==> src/rtl/iir_pkg.sv <==
// Shared IIR definitions: default widths, load length, coefficient word
// type and loader state encoding, used by the loader, filter and bench.
package iir_pkg;

    localparam int NB_DEF  = 12;
    localparam int ORD_DEF = 2;
    localparam int NC_DEF  = 2 * ORD_DEF + 1;

    typedef logic [NB_DEF:0] coeff_t;

    typedef enum logic [1:0] {
        LOAD     = 2'd0,
        DRAIN    = 2'd1,
        WAIT_GAP = 2'd2,
        COMMIT   = 2'd3
    } loadState_t;

endpackage

==> src/rtl/iir_coeff_loader_bank.sv <==
// coeff_bank: N-entry register file, indexed write or parallel load,
// flattened parallel read (entry 0 in the LSBs).
// Ports: clk, rst, we/wIdx/wData (single write), ld/ldData (bulk load), q.
module coeff_bank #(
    parameter int W  = 13,
    parameter int N  = 5,
    parameter int IW = 3
) (
    input  logic           clk,
    input  logic           rst,
    input  logic           we,
    input  logic [IW-1:0]  wIdx,
    input  logic [W-1:0]   wData,
    input  logic           ld,
    input  logic [W*N-1:0] ldData,
    output logic [W*N-1:0] q
);

    logic [W-1:0] mem [N];

    always_ff @(posedge clk or posedge rst) begin
        if (rst) begin
            for (int i = 0; i < N; i++) mem[i] <= '0;
        end else if (ld) begin
            for (int i = 0; i < N; i++) mem[i] <= ldData[i*W +: W];
        end else if (we && (int'(wIdx) < N)) begin
            mem[wIdx] <= wData;
        end
    end

    for (genvar g = 0; g < N; g++) begin : gRead
        assign q[g*W +: W] = mem[g];
    end

endmodule

==> src/rtl/iir_coeff_loader.sv <==
// iir_coeff_loader: receives b0..bORD, a1..aORD as a word stream into a
// shadow bank and commits it to the active bank only in a vIn=0 gap.
// Ports: clk, rst (async high), cIn/cValid/cLast/cReady stream, vIn
// monitor, b/a active banks, coeff_ok (committed once), err (bad load).
module iir_coeff_loader
    import iir_pkg::*;
#(
    parameter int NB  = NB_DEF,
    parameter int ORD = ORD_DEF
) (
    input  logic                    clk,
    input  logic                    rst,
    input  logic [NB:0]             cIn,
    input  logic                    cValid,
    input  logic                    cLast,
    output logic                    cReady,
    input  logic                    vIn,
    output logic [(ORD+1)*(NB+1)-1:0] b,
    output logic [ORD*(NB+1)-1:0]   a,
    output logic                    coeff_ok,
    output logic                    err
);

    localparam int W  = NB + 1;
    localparam int NC = 2 * ORD + 1;
    localparam int IW = (NC > 1) ? $clog2(NC) : 1;
    localparam logic [IW-1:0] LAST_IDX = IW'(NC - 1);

    loadState_t    state;
    logic [IW-1:0] idx;
    logic          xfer;
    logic [W*NC-1:0] shadowQ;
    logic [W*NC-1:0] activeQ;

    // cReady is a pure decode of the state register
    assign cReady = (state == LOAD) || (state == DRAIN);
    assign xfer   = cValid && cReady;

    always_ff @(posedge clk or posedge rst) begin
        if (rst) begin
            state    <= LOAD;
            idx      <= '0;
            coeff_ok <= 1'b0;
            err      <= 1'b0;
        end else begin
            err <= 1'b0;
            unique case (state)
                LOAD: begin
                    if (xfer) begin
                        if (idx == LAST_IDX) begin
                            idx   <= '0;
                            state <= cLast ? WAIT_GAP : DRAIN;
                            err   <= !cLast;
                        end else if (cLast) begin
                            // short load: restart, shadow gets overwritten
                            idx <= '0;
                            err <= 1'b1;
                        end else begin
                            idx <= idx + IW'(1);
                        end
                    end
                end
                DRAIN: begin
                    if (xfer && cLast) state <= LOAD;
                end
                WAIT_GAP: begin
                    if (!vIn) state <= COMMIT;
                end
                COMMIT: begin
                    state    <= LOAD;
                    coeff_ok <= 1'b1;
                end
            endcase
        end
    end

    coeff_bank #(.W(W), .N(NC), .IW(IW)) uShadow (
        .clk    (clk),
        .rst    (rst),
        .we     (xfer && (state == LOAD)),
        .wIdx   (idx),
        .wData  (cIn),
        .ld     (1'b0),
        .ldData ('0),
        .q      (shadowQ)
    );

    coeff_bank #(.W(W), .N(NC), .IW(IW)) uActive (
        .clk    (clk),
        .rst    (rst),
        .we     (1'b0),
        .wIdx   ('0),
        .wData  ('0),
        .ld     (state == COMMIT),
        .ldData (shadowQ),
        .q      (activeQ)
    );

    assign b = activeQ[(ORD+1)*W-1:0];
    assign a = activeQ[NC*W-1:(ORD+1)*W];

endmodule

==> config.mk <==
export PLATFORM = sky130hd
export DESIGN_NAME = iir_coeff_loader
export DESIGN_NICKNAME = d
export VERILOG_FILES = /design/src/rtl/iir_pkg.sv /design/src/rtl/iir_coeff_loader_bank.sv /design/src/rtl/iir_coeff_loader.sv
export SDC_FILE = /design/constraint.sdc
export NUM_CORES = 1
export LEC_CHECK = 0
export BUFFER_PORTS_ARGS = -buffer_cell sky130_fd_sc_hd__buf_2
export CAP_MARGIN = 25
export CORE_MARGIN = 1
export CORE_UTILIZATION = 29
export DETAILED_ROUTE_END_ITERATION = 6
export SYNTH_ARGS = -nofsm -noshare
export SYNTH_HDL_FRONTEND = slang
export SYNTH_SLANG_ARGS = --single-unit
==> constraint.sdc <==
create_clock -name clk -period 3.7 [get_ports clk]
set_input_delay 0.37 -clock clk [delete_from_list [all_inputs] [get_ports clk]]
set_output_delay 0.37 -clock clk [all_outputs]
set_load 0.1 [all_outputs]
==> impl_summary.md, run 1 <==
Outcome
The flow ran to the end, and the final reports show no timing, DRC or antenna violations.

Route
The met2 wire length is 5020 um. The number of vias after detailed routing is 2895. The number of optimization iterations in the first detailed-route pass is 4. The highest layer touched by signal routing is met4. The number of DRC markers after the initial detailed-route iteration is 85. In the routed design, unresolved DRC markers number 0.

For this block, wires on met1 add up to 4790 um. The met3 routed wirelength is 529 um. In the final routed layout, each cell accounts on average for 16.3 um. Using the TritonRoute via totals, the vias-per-cell ratio works out to 4.47. The final layout contains routed wiring with a total length of 10600 um. The count of antenna-violating nets left after detailed routing is 0.

Critical path
For the worst setup path, the data arrival time is 2590 ps. The setup slack on the worst flop-to-flop path is 1410 ps. The signal on the critical path passes through nor4b_4, nand3_1, mux2_2. The maximum net fanout on the critical path is 13.

The critical path starts at state[1]. The category of the most critical setup path is reg2reg. STA classifies the critical path endpoint as a flop.

The slowest stage cell on the critical path is nand3_1. In this run the critical register-to-register path is captured at uShadow.q[30]. The launch point of the worst reg-to-reg path is state[1]. The largest single stage delay on the critical path is 720 ps.

The most critical setup path has its endpoint at uShadow.q[30]. The number of cells on the worst reg-to-reg path is 3. The worst setup path is launched from a flop.

The required time at the endpoint of the critical path is 4000 ps.

Synth
The cell area after technology mapping is 5210 um2. The synthesized design contains 0 enable-type register cells. The number of distinct standard cells referenced by the synthesized netlist is 25. The most frequently used cell type in the post-synthesis netlist is dfrtp_1. The most used flip-flop cell after synthesis is dfrtp_1. The warning count from the yosys run is 0. After synthesis the netlist holds a flip-flop and latch count of 137.

The sequential share of the synthesized area is 65.8%. When the netlist entered floorplanning its net count stood at 335. Counting every instance in the synthesized netlist gives 315.

The share of the synthesized area in the top cell type is 65.8%. In the post-synthesis netlist, the biggest area contributors are dfrtp_1 (66%), mux2_2 (28%), buf_2 (0.86%). A synthesized cell averages 16.5 um2. The biggest area contributor in the post-synthesis netlist is dfrtp_1. Ranked by instance count, the synthesized netlist is headed by dfrtp_1 (137), mux2_2 (130), buf_2 (9). The fraction of synthesis flops using an asynchronous set or reset pin is 100%.

Clock tree
The clock transition at the registers of the reported paths is 60 ps. The clock insertion delay at the later pin of the skew report is 420 ps. The clock passes through at most 2 buffers. The maximum level of the CTS H-tree is 4. The CTS buffer count is 17. The clock tree from TritonCTS is done.

The CTS root buffer is clkbuf_16. The clock sink count is 137.

STA
The upper clock frequency limit is 438 MHz. The hold violation count in the final report is 0. Setup repair after global routing left no endpoint under its margin.

The actual transition at the worst max-transition pin is 942 ps. The smallest clock period supported by the final layout is computed as 2290 ps. The final setup TNS is 0 ps. The worst slew margin relative to its limit is 37.2%. Setup violations remaining at the end of the flow were counted as 0.

The clock skew after layout is 5.98 ps. Hold timing on the final database bottoms out at a slack of 240 ps. The post-route clock period utilization is 61.8%. The count of final max-slew check failures is 0.

Cells and area
The share of final-layout standard cells stronger than drive strength 1 is 59.5%. 0 antenna diodes ended up in the layout. The final layout contains 429 nets. The final cell count without fillers is 647. From synthesis to final layout, the design area changed by 24.4%. The post-route core utilization is 37.2%.

Die
The die covers 18500 um2. After floorplanning, the core was divided into 48 placement rows. The floorplan step set the die width to 136 um. The standard cell core area is 17400 um2. The die is 136 um tall. The starting density of the core is 29.9%.

Pin placement for this block handled 86 I/O pins.

Global routing
Summed over all layers, the global routing overflow is 0. The number of global-route vias before repair is 3090. The initial antenna violation count is 0.

The aggregate global-route resource usage is 12.6%. The wire length of the first global-routing pass is 16900 um. The pin count of the biggest net entering global routing is 68.

Job
The number of maximum-capacitance violations is 0.

Min path
The tightest min-delay check is of the in2reg type.

Place
Detailed placement ended at an HPWL of 6790 um. The placer's final routability congestion estimate is 0.693. Including well taps, the total number of placed cells is 613. Port buffering added 85 buffers.
[timing repair]
item | in CTS | in global routing
hold endpoints to repair | 0 | 5
resized for setup | 0 | 0
hold buffers | 0 | 1
buffers inserted | 0 | 0
[cell usage in the layout, fill, tap and decap left out, drive strengths merged, types with 2 or more instances in the layout]
cell type  synthesis  layout
clkinv             0       6
nor2               2       2
mux2             130     130
a21oi              3       3
dfrtp            137     137
o31ai              2       2
nand3              4       4
inv                4       3
o21ai              2       2
bufinv             0       2
ha                 2       2
clkbuf             2      24
nand2              5       5
buf               12      88
[state kept, by name, indices dropped and copies added, names as in the netlist]
name       cells
err            1
state          2
coeff_ok       1
uShadow.q     65
idx            3
uActive.q     65
[logic make-up after synthesis]
| family | after synthesis | share of synthesized area (%) |
|---|---|---|
| compound gates | 8 | 0.961 |
| xor+xnor | 1 | 0.168 |
| fa+ha+maj | 2 | 0.480 |
| buf+inv | 18 | 1.87 |
| flops | 137 | 65.8 |
| mux | 131 | 28.3 |
| simple gates | 18 | 2.40 |
[area by class of cell]
cell class | instances | area, um2
Clock buffer | 24 | 482
Clock inverter | 8 | 93.8
Fill cell | 1681 | 10900
Inverter | 4 | 18.8
Multi-Input combinational cell | 160 | 1690
Sequential cell | 137 | 3430
Tap cell | 225 | 282
Timing Repair Buffer | 89 | 483
[per-stage QoR]
step / setup WS, ps / cell area (um2)
after floorplan: 1620 / 5210
after global placement: 1380 / 5870
after detailed placement: 1310 / 5870
after CTS: 1310 / 6450
after global routing: 1230 / 6480
final: 1410 / 6480
[worst min path at each step]
stage	cells after the start	slack (ps)	end	startpoint
after global routing	2	250	uShadow.q[55]	cIn[3]
final	3	240	state[0]	vIn
after CTS	2	210	uShadow.q[56]	rst
after global placement	1	450	coeff_ok	coeff_ok
after detailed placement	1	450	coeff_ok	coeff_ok
after floorplan	1	470	uActive.q[29]	uShadow.q[29]
[metal layers]
| layer | GRT usage (%) | vias to the layer above |
|---|---|---|
| li1 | - | 1310 |
| met1 | 15.7 | 1502 |
| met2 | 19.3 | 69 |
| met3 | 4.18 | 14 |
| met4 | 6.67 | 0 |
| met5 | 0 | - |
[critical path, delay by kind of cell, from the launching register on]
kind / cells / cell delay, ps
flip-flops: 1 / 490
multiplexers: 1 / 550
AND/OR/NAND/NOR: 2 / 1120
Power of run 1 is not shown: default switching activity piles up to over one toggle a cycle in this logic, so the estimate is an artifact.
==> inputs of run 2 (changes only) <==
clock period = 2 ns   (was 3.7 ns; I/O delays follow)
==> run 2 against run 1 <==
  * First-iteration DRC count grew 73%
  * Hold slack got worse by 170 ps
  * Clock-buffer cell count is 5 lower
  * Sequential cell count is the same
  * Critical path type unchanged
  * Maximum frequency increased by 26%
  * Clock skew grew 4.1 ps
  * Global-route usage up 0.12 points
  * Critical endpoint is now uShadow.q[48]
==> impl_summary.md, run 2 (same netlist as run 1, synthesis figures left out) <==
Clock tree
The clock transition at the registers of the reported paths is 60 ps (about the same). The post-cts gate resize count is 0 (unchanged). The number of buffers on the longest clock path is 2 (unchanged). The CTS buffer count is 17 (unchanged).

The clock tree from TritonCTS is done. The clock sink count is 137 (unchanged). The clock insertion delay at the later pin of the skew report was 410 ps (about the same). The post-CTS repair timing setup buffer count was 0 (unchanged). The maximum level of the CTS H-tree came to 4 (unchanged). The tree is rooted in a clkbuf_16. The cts-stage hold buffer count is 1 (+1).

STA
The hold violation count in the final report is 0 (unchanged). The post-route clock period utilization came to 90.6% (+29 points). The actual transition at the worst max-transition pin is 511 ps (-431 ps). The clock skew after layout is 10.1 ps (+4.08 ps). The final setup TNS is 0 ps (unchanged). The count of final max-slew check failures is 0 (unchanged). Setup repair after global routing left no endpoint under its margin. The worst slew margin relative to its limit is 66.2% (+29 points). The post-route worst hold slack came to 70.8 ps (-169 ps). The minimum clock period came to 1810 ps (-474 ps).

The setup-violating endpoint count in the final report is 0 (unchanged). The upper clock frequency limit is 552 MHz (+26%).

Global routing
The final global-route overflow total is 0 (unchanged). The wire length of the first global-routing pass is 17300 um (+2.1%). The number of global-route vias before repair was 3139 (+1.6%). The aggregate global-route resource usage is 12.7% (+0.12 points). The initial antenna violation count is 1 (+1). The pin count of the biggest net entering global routing is 72 (+5.9%).

Die
The starting density of the core is 29.9% (unchanged). The number of ports placed on the die boundary came to 86 (unchanged). The die height came to 136 um (unchanged).

The standard cell core area is 17400 um2 (unchanged). The area of the die is 18500 um2 (unchanged). The floorplan die width is 136 um (unchanged).

The floorplan row count is 48 (unchanged).

Critical path
The required time at the endpoint of the critical path was 2300 ps (-1700 ps). The critical path startpoint category is a flop. The critical path in this run is classified as reg2reg. The number of cells on the worst reg-to-reg path was 4 (+1). In this run the critical register-to-register path is captured at uShadow.q[48].

The setup slack on the worst flop-to-flop path is 190 ps (-1230 ps). The slowest stage of the critical path belongs to the cell dfrtp_1. The startpoint identified for the worst register-to-register timing path is state[1].

The critical path endpoint category is a flop. The delay of the slowest critical-path stage is 480 ps (-240 ps). The signal on the critical path passes through nor4b_4, and3_1, buf_12, mux2_2.

The maximum net fanout on the critical path is 13 (unchanged). The arrival time of data at the critical path endpoint came to 2110 ps (-480 ps).

Cells and area
The library cells used most frequently in the layout, excluding fill and tap cells, are dfrtp_1 (137), mux2_2 (130), buf_2 (85). The share of final-layout standard cells stronger than drive strength 1 was 61.1% (+1.6 points). The design area was 6640 um2 (+2.5%). The library cell used most frequently in the layout, excluding fill and tap cells, is dfrtp_1. The final layout net count is 439 (+2.3%). The post-route core utilization came to 38.1% (+0.95 points). From synthesis to final layout, the design area changed by 27.5%.

Min path
The worst min-delay path class is in2reg. The startpoint of the tightest hold check path is vIn. The hold path depth came to 3 (unchanged). The endpoint with the worst hold slack is state[0].

Job
The number of maximum-capacitance violations came to 0 (unchanged).

Route
The overall routed net length is 10800 um (+1.9%). The number of design rule violations left after detail routing is 0 (unchanged). The number of vias after detailed routing came to 2919 (+0.83%). The number of optimization iterations in the first detailed-route pass came to 6 (+2).

The count of antenna-violating nets left after detailed routing is 0 (unchanged). The detail-routed net length per standard cell is 16.4 um (+0.18%). The number of DRC markers after the initial detailed-route iteration is 147 (+73%). The average vias per placed instance is 4.44 (-0.86%).

Place
The placed cell area was 6020 um2 (+2.5%). The count of input and output buffers came to 85 (unchanged). The HPWL after detailed placement was 7370 um (+8.5%). The placer's final routability congestion estimate is 0.733 (+5.7%).

Outcome
The run finished with clean final reports.
==> run 2: worst max path at each step <==
stage / startpoint / end / depth (start not counted)
after floorplan: rst / coeff_ok / 1
after global placement: state[1] / uShadow.q[47] / 4
after detailed placement: state[1] / uShadow.q[48] / 4
after CTS: state[1] / uShadow.q[48] / 4
after global routing: state[1] / uShadow.q[42] / 4
final: state[1] / uShadow.q[48] / 4
==> run 2: layer usage <==
metal,vias up,global-route usage [%],part of all wire (%)
met5,-,0,0
met4,0,5.86,1.4
met3,9,4.36,4.9
met2,72,20.2,49
met1,1516,15.4,44
li1,1322,-,-
==> run 2: layout make-up <==
class                           count  area (um2)
Sequential cell                   137        3430
Timing Repair Buffer               99         608
Tap cell                          225         282
Inverter                            4        18.8
Fill cell                        1671       10800
Antenna cell                        1        2.50
Clock buffer                       19         443
Clock inverter                     13         170
Multi-Input combinational cell    160        1690
==> run 2: metrics by stage <==
stage          std cells  setup WS (ps)
2_1_floorplan        315           92.9
3_3_place_gp         624            262
3_5_place_dp         624            201
4_1_cts              657            188
5_1_grt              658            121
6_report             658            189
==> run 2: critical path: cells and delay by family (launching register included) <==
kind	cells	cell delay (ps)
DFF	1	480
muxes	1	340
and+or+nand+nor	2	720
buffers and inverters	1	160
Power of run 2 is left out for the same reason.
==> inputs of run 3 (changes only) <==
==> constraint.sdc (replaced) <==
create_clock -name clk -period 2 [get_ports clk]
set_input_delay 0.1 -clock clk [delete_from_list [all_inputs] [get_ports clk]]
set_output_delay 0.1 -clock clk [all_outputs]
set_load 0.1 [all_outputs]
==> run 3 against run 2 <==
  * Critical endpoint is now uShadow.q[51]
  * Global-route usage up 0.31 points
  * Routed wire length up 0.81%
  * Maximum frequency rose by 3.2%
  * First-iteration DRC count decreased by 31%
  * Hold slack worse by 43 ps
  * Register-to-register slack better by 60 ps
  * Worst setup slack better by 56 ps
  * Sequential share of layout area decreased by 1.1 points
  * Cell count up 1.5%
==> impl_summary.md, run 3 (same netlist as run 1, synthesis figures left out) <==
Outcome
The flow ran to the end, and the final reports show no timing, DRC or antenna violations.

STA
The setup-violating endpoint count in the final report came to 0 (unchanged). The minimum clock period was 1760 ps (-56.2 ps). The count of final max-slew check failures is 0 (unchanged).

The final setup TNS is 0 ps (unchanged). The upper clock frequency limit is 570 MHz (+3.2%). The post-route clock period utilization was 87.8% (-2.8 points). The hold violation count in the final report came to 0 (unchanged). The actual transition at the worst max-transition pin is 773 ps (+262 ps). The clock skew after layout is 7.13 ps (-2.92 ps). The worst slew margin relative to its limit is 48.5% (-18 points). Setup repair after global routing left no endpoint under its margin.

Cells and area
Leaving out fill and tap cells, the most frequent cell in the layout is dfrtp_1. The combined flip-flop and latch cell area was 3430 um2 (unchanged). In the layout the commonest cells are dfrtp_1 (137), mux2_2 (130), buf_2 (85). The area of the multi-input gates is 1690 um2 (unchanged). The final layout net count was 450 (+2.5%).

The share of final-layout standard cells stronger than drive strength 1 was 59.4% (-1.7 points). The synthesis-to-layout area growth is 30.3%. The number of inserted filler cells in the final layout came to 1660 (-0.66%). The antenna diode instance count is 0 (-1).

Clock tree
The root buffer cell chosen for the clock tree is clkbuf_16. The CTS buffer count is 17 (unchanged). The clock insertion delay at the later pin of the skew report came to 420 ps (about the same). The clock transition at the registers of the reported paths is 60 ps (about the same).

The number of buffers on the longest clock path is 2 (unchanged). The post-cts gate resize count came to 0 (unchanged). The maximum level of the CTS H-tree came to 4 (unchanged).

The clock sink count is 137 (unchanged). The clock tree from TritonCTS is done.

Route
The count of antenna-violating nets left after detailed routing is 0 (unchanged). The number of DRC markers after the initial detailed-route iteration is 101 (-31%). The detail-routed net length per standard cell is 16.3 um (-0.70%). The average vias per placed instance is 4.42 (-0.45%). The overall routed net length was 10900 um (+0.81%).

The number of vias after detailed routing came to 2950 (+1.1%). The number of design rule violations left after detail routing is 0 (unchanged). The number of optimization iterations in the first detailed-route pass is 4 (-2).

Global routing
The initial antenna violation count was 0 (-1). The wire length of the first global-routing pass is 17600 um (+1.6%). The number of global-route vias before repair was 3203 (+2.0%). The aggregate global-route resource usage is 13.0% (+0.31 points).

The final global-route overflow total is 0 (unchanged). The pin count of the biggest net entering global routing is 138 (+92%).

Critical path
The arrival time of data at the critical path endpoint is 2050 ps (-60 ps). The critical path startpoint category is a flop. The category of the most critical setup path is reg2reg. The worst setup path is captured at a flop. The maximum net fanout on the critical path is 13 (unchanged). The required time at the endpoint of the critical path is 2300 ps (about the same).

Die
The number of ports placed on the die boundary is 86 (unchanged). The starting density of the core is 29.9% (unchanged). The floorplan die width was 136 um (unchanged).

The standard cell core area was 17400 um2 (unchanged). The floorplan row count is 48 (unchanged). The area of the die was 18500 um2 (unchanged). The die height came to 136 um (unchanged).

Place
The placer's final routability congestion estimate was 0.726 (-1.0%). The count of input and output buffers is 85 (unchanged). The HPWL after detailed placement is 7270 um (-1.4%).

Job
The number of maximum-capacitance violations is 0 (unchanged).

Min path
The worst min-delay path class is in2reg.
==> run 3: cell count changes in the layout (fill, tap and decap cells not counted), sizes merged, moves of 2 or more <==
cell	change
clkbuf	+4
clkinv	-2
clkinvlp	-3
dlygate4sd3	+12
==> run 3: worst max-delay path, cell delays in order (launching register included) <==
cell and delay [ps]:
dfrtp_1 480, nor4b_4 390, and3_1 260, buf_12 160
mux2_2 340
==> run 3: layout make-up <==
cell class,count,area share (%)
clock buffer,23,7.34
clock inverter,9,2.36
inverter,4,0.277
multi-input combinational,160,24.9
sequential,137,50.5
tap,225,4.15
timing repair buffer,110,10.4
==> run 3: metrics by stage <==
step                utilization, %  std cells  cell area, um2  setup WS, ps  hold WS [ps]
floorplan                        -        315            5210           193           249
global placement              34.4        623            6000           263           368
detailed placement            34.4        623            6000           228           370
CTS                           39.0        668            6790           227          14.7
global route                  39.0        668            6790           110          13.6
finish                        39.0        668            6790           245          27.8
==> run 3: layer usage <==
layer | vias up | global-route usage [%] | part of all wire, %
met5 | - | 0 | 0
met4 | 0 | 6.23 | 2.3
met3 | 20 | 4.92 | 5.2
met2 | 70 | 20.9 | 48
met1 | 1512 | 15.3 | 44
li1 | 1348 | - | -
==> run 3: what timing repair did <==
| action | CTS | global route |
|---|---|---|
| hold buffers | 13 | 0 |
| endpoints found under the hold margin | 179 | 0 |
| setup buffers | 0 | 0 |
==> run 3: final timing paths <==
kind / start / endpoint / slack (ps) / cells after the start
worst max-delay path: state[1] / uShadow.q[51] / 240 / 4
worst min-delay path: cIn[0] / uShadow.q[0] / 30 / 2
worst max register to register: state[1] / uShadow.q[51] / 240 / 4
worst min register to register: coeff_ok / coeff_ok / 480 / 1
max in group asynchronous: rst / state[1] / 990 / 4
min in group asynchronous: rst / uShadow.q[56] / 400 / 4
Power of run 3 is left out for the same reason.
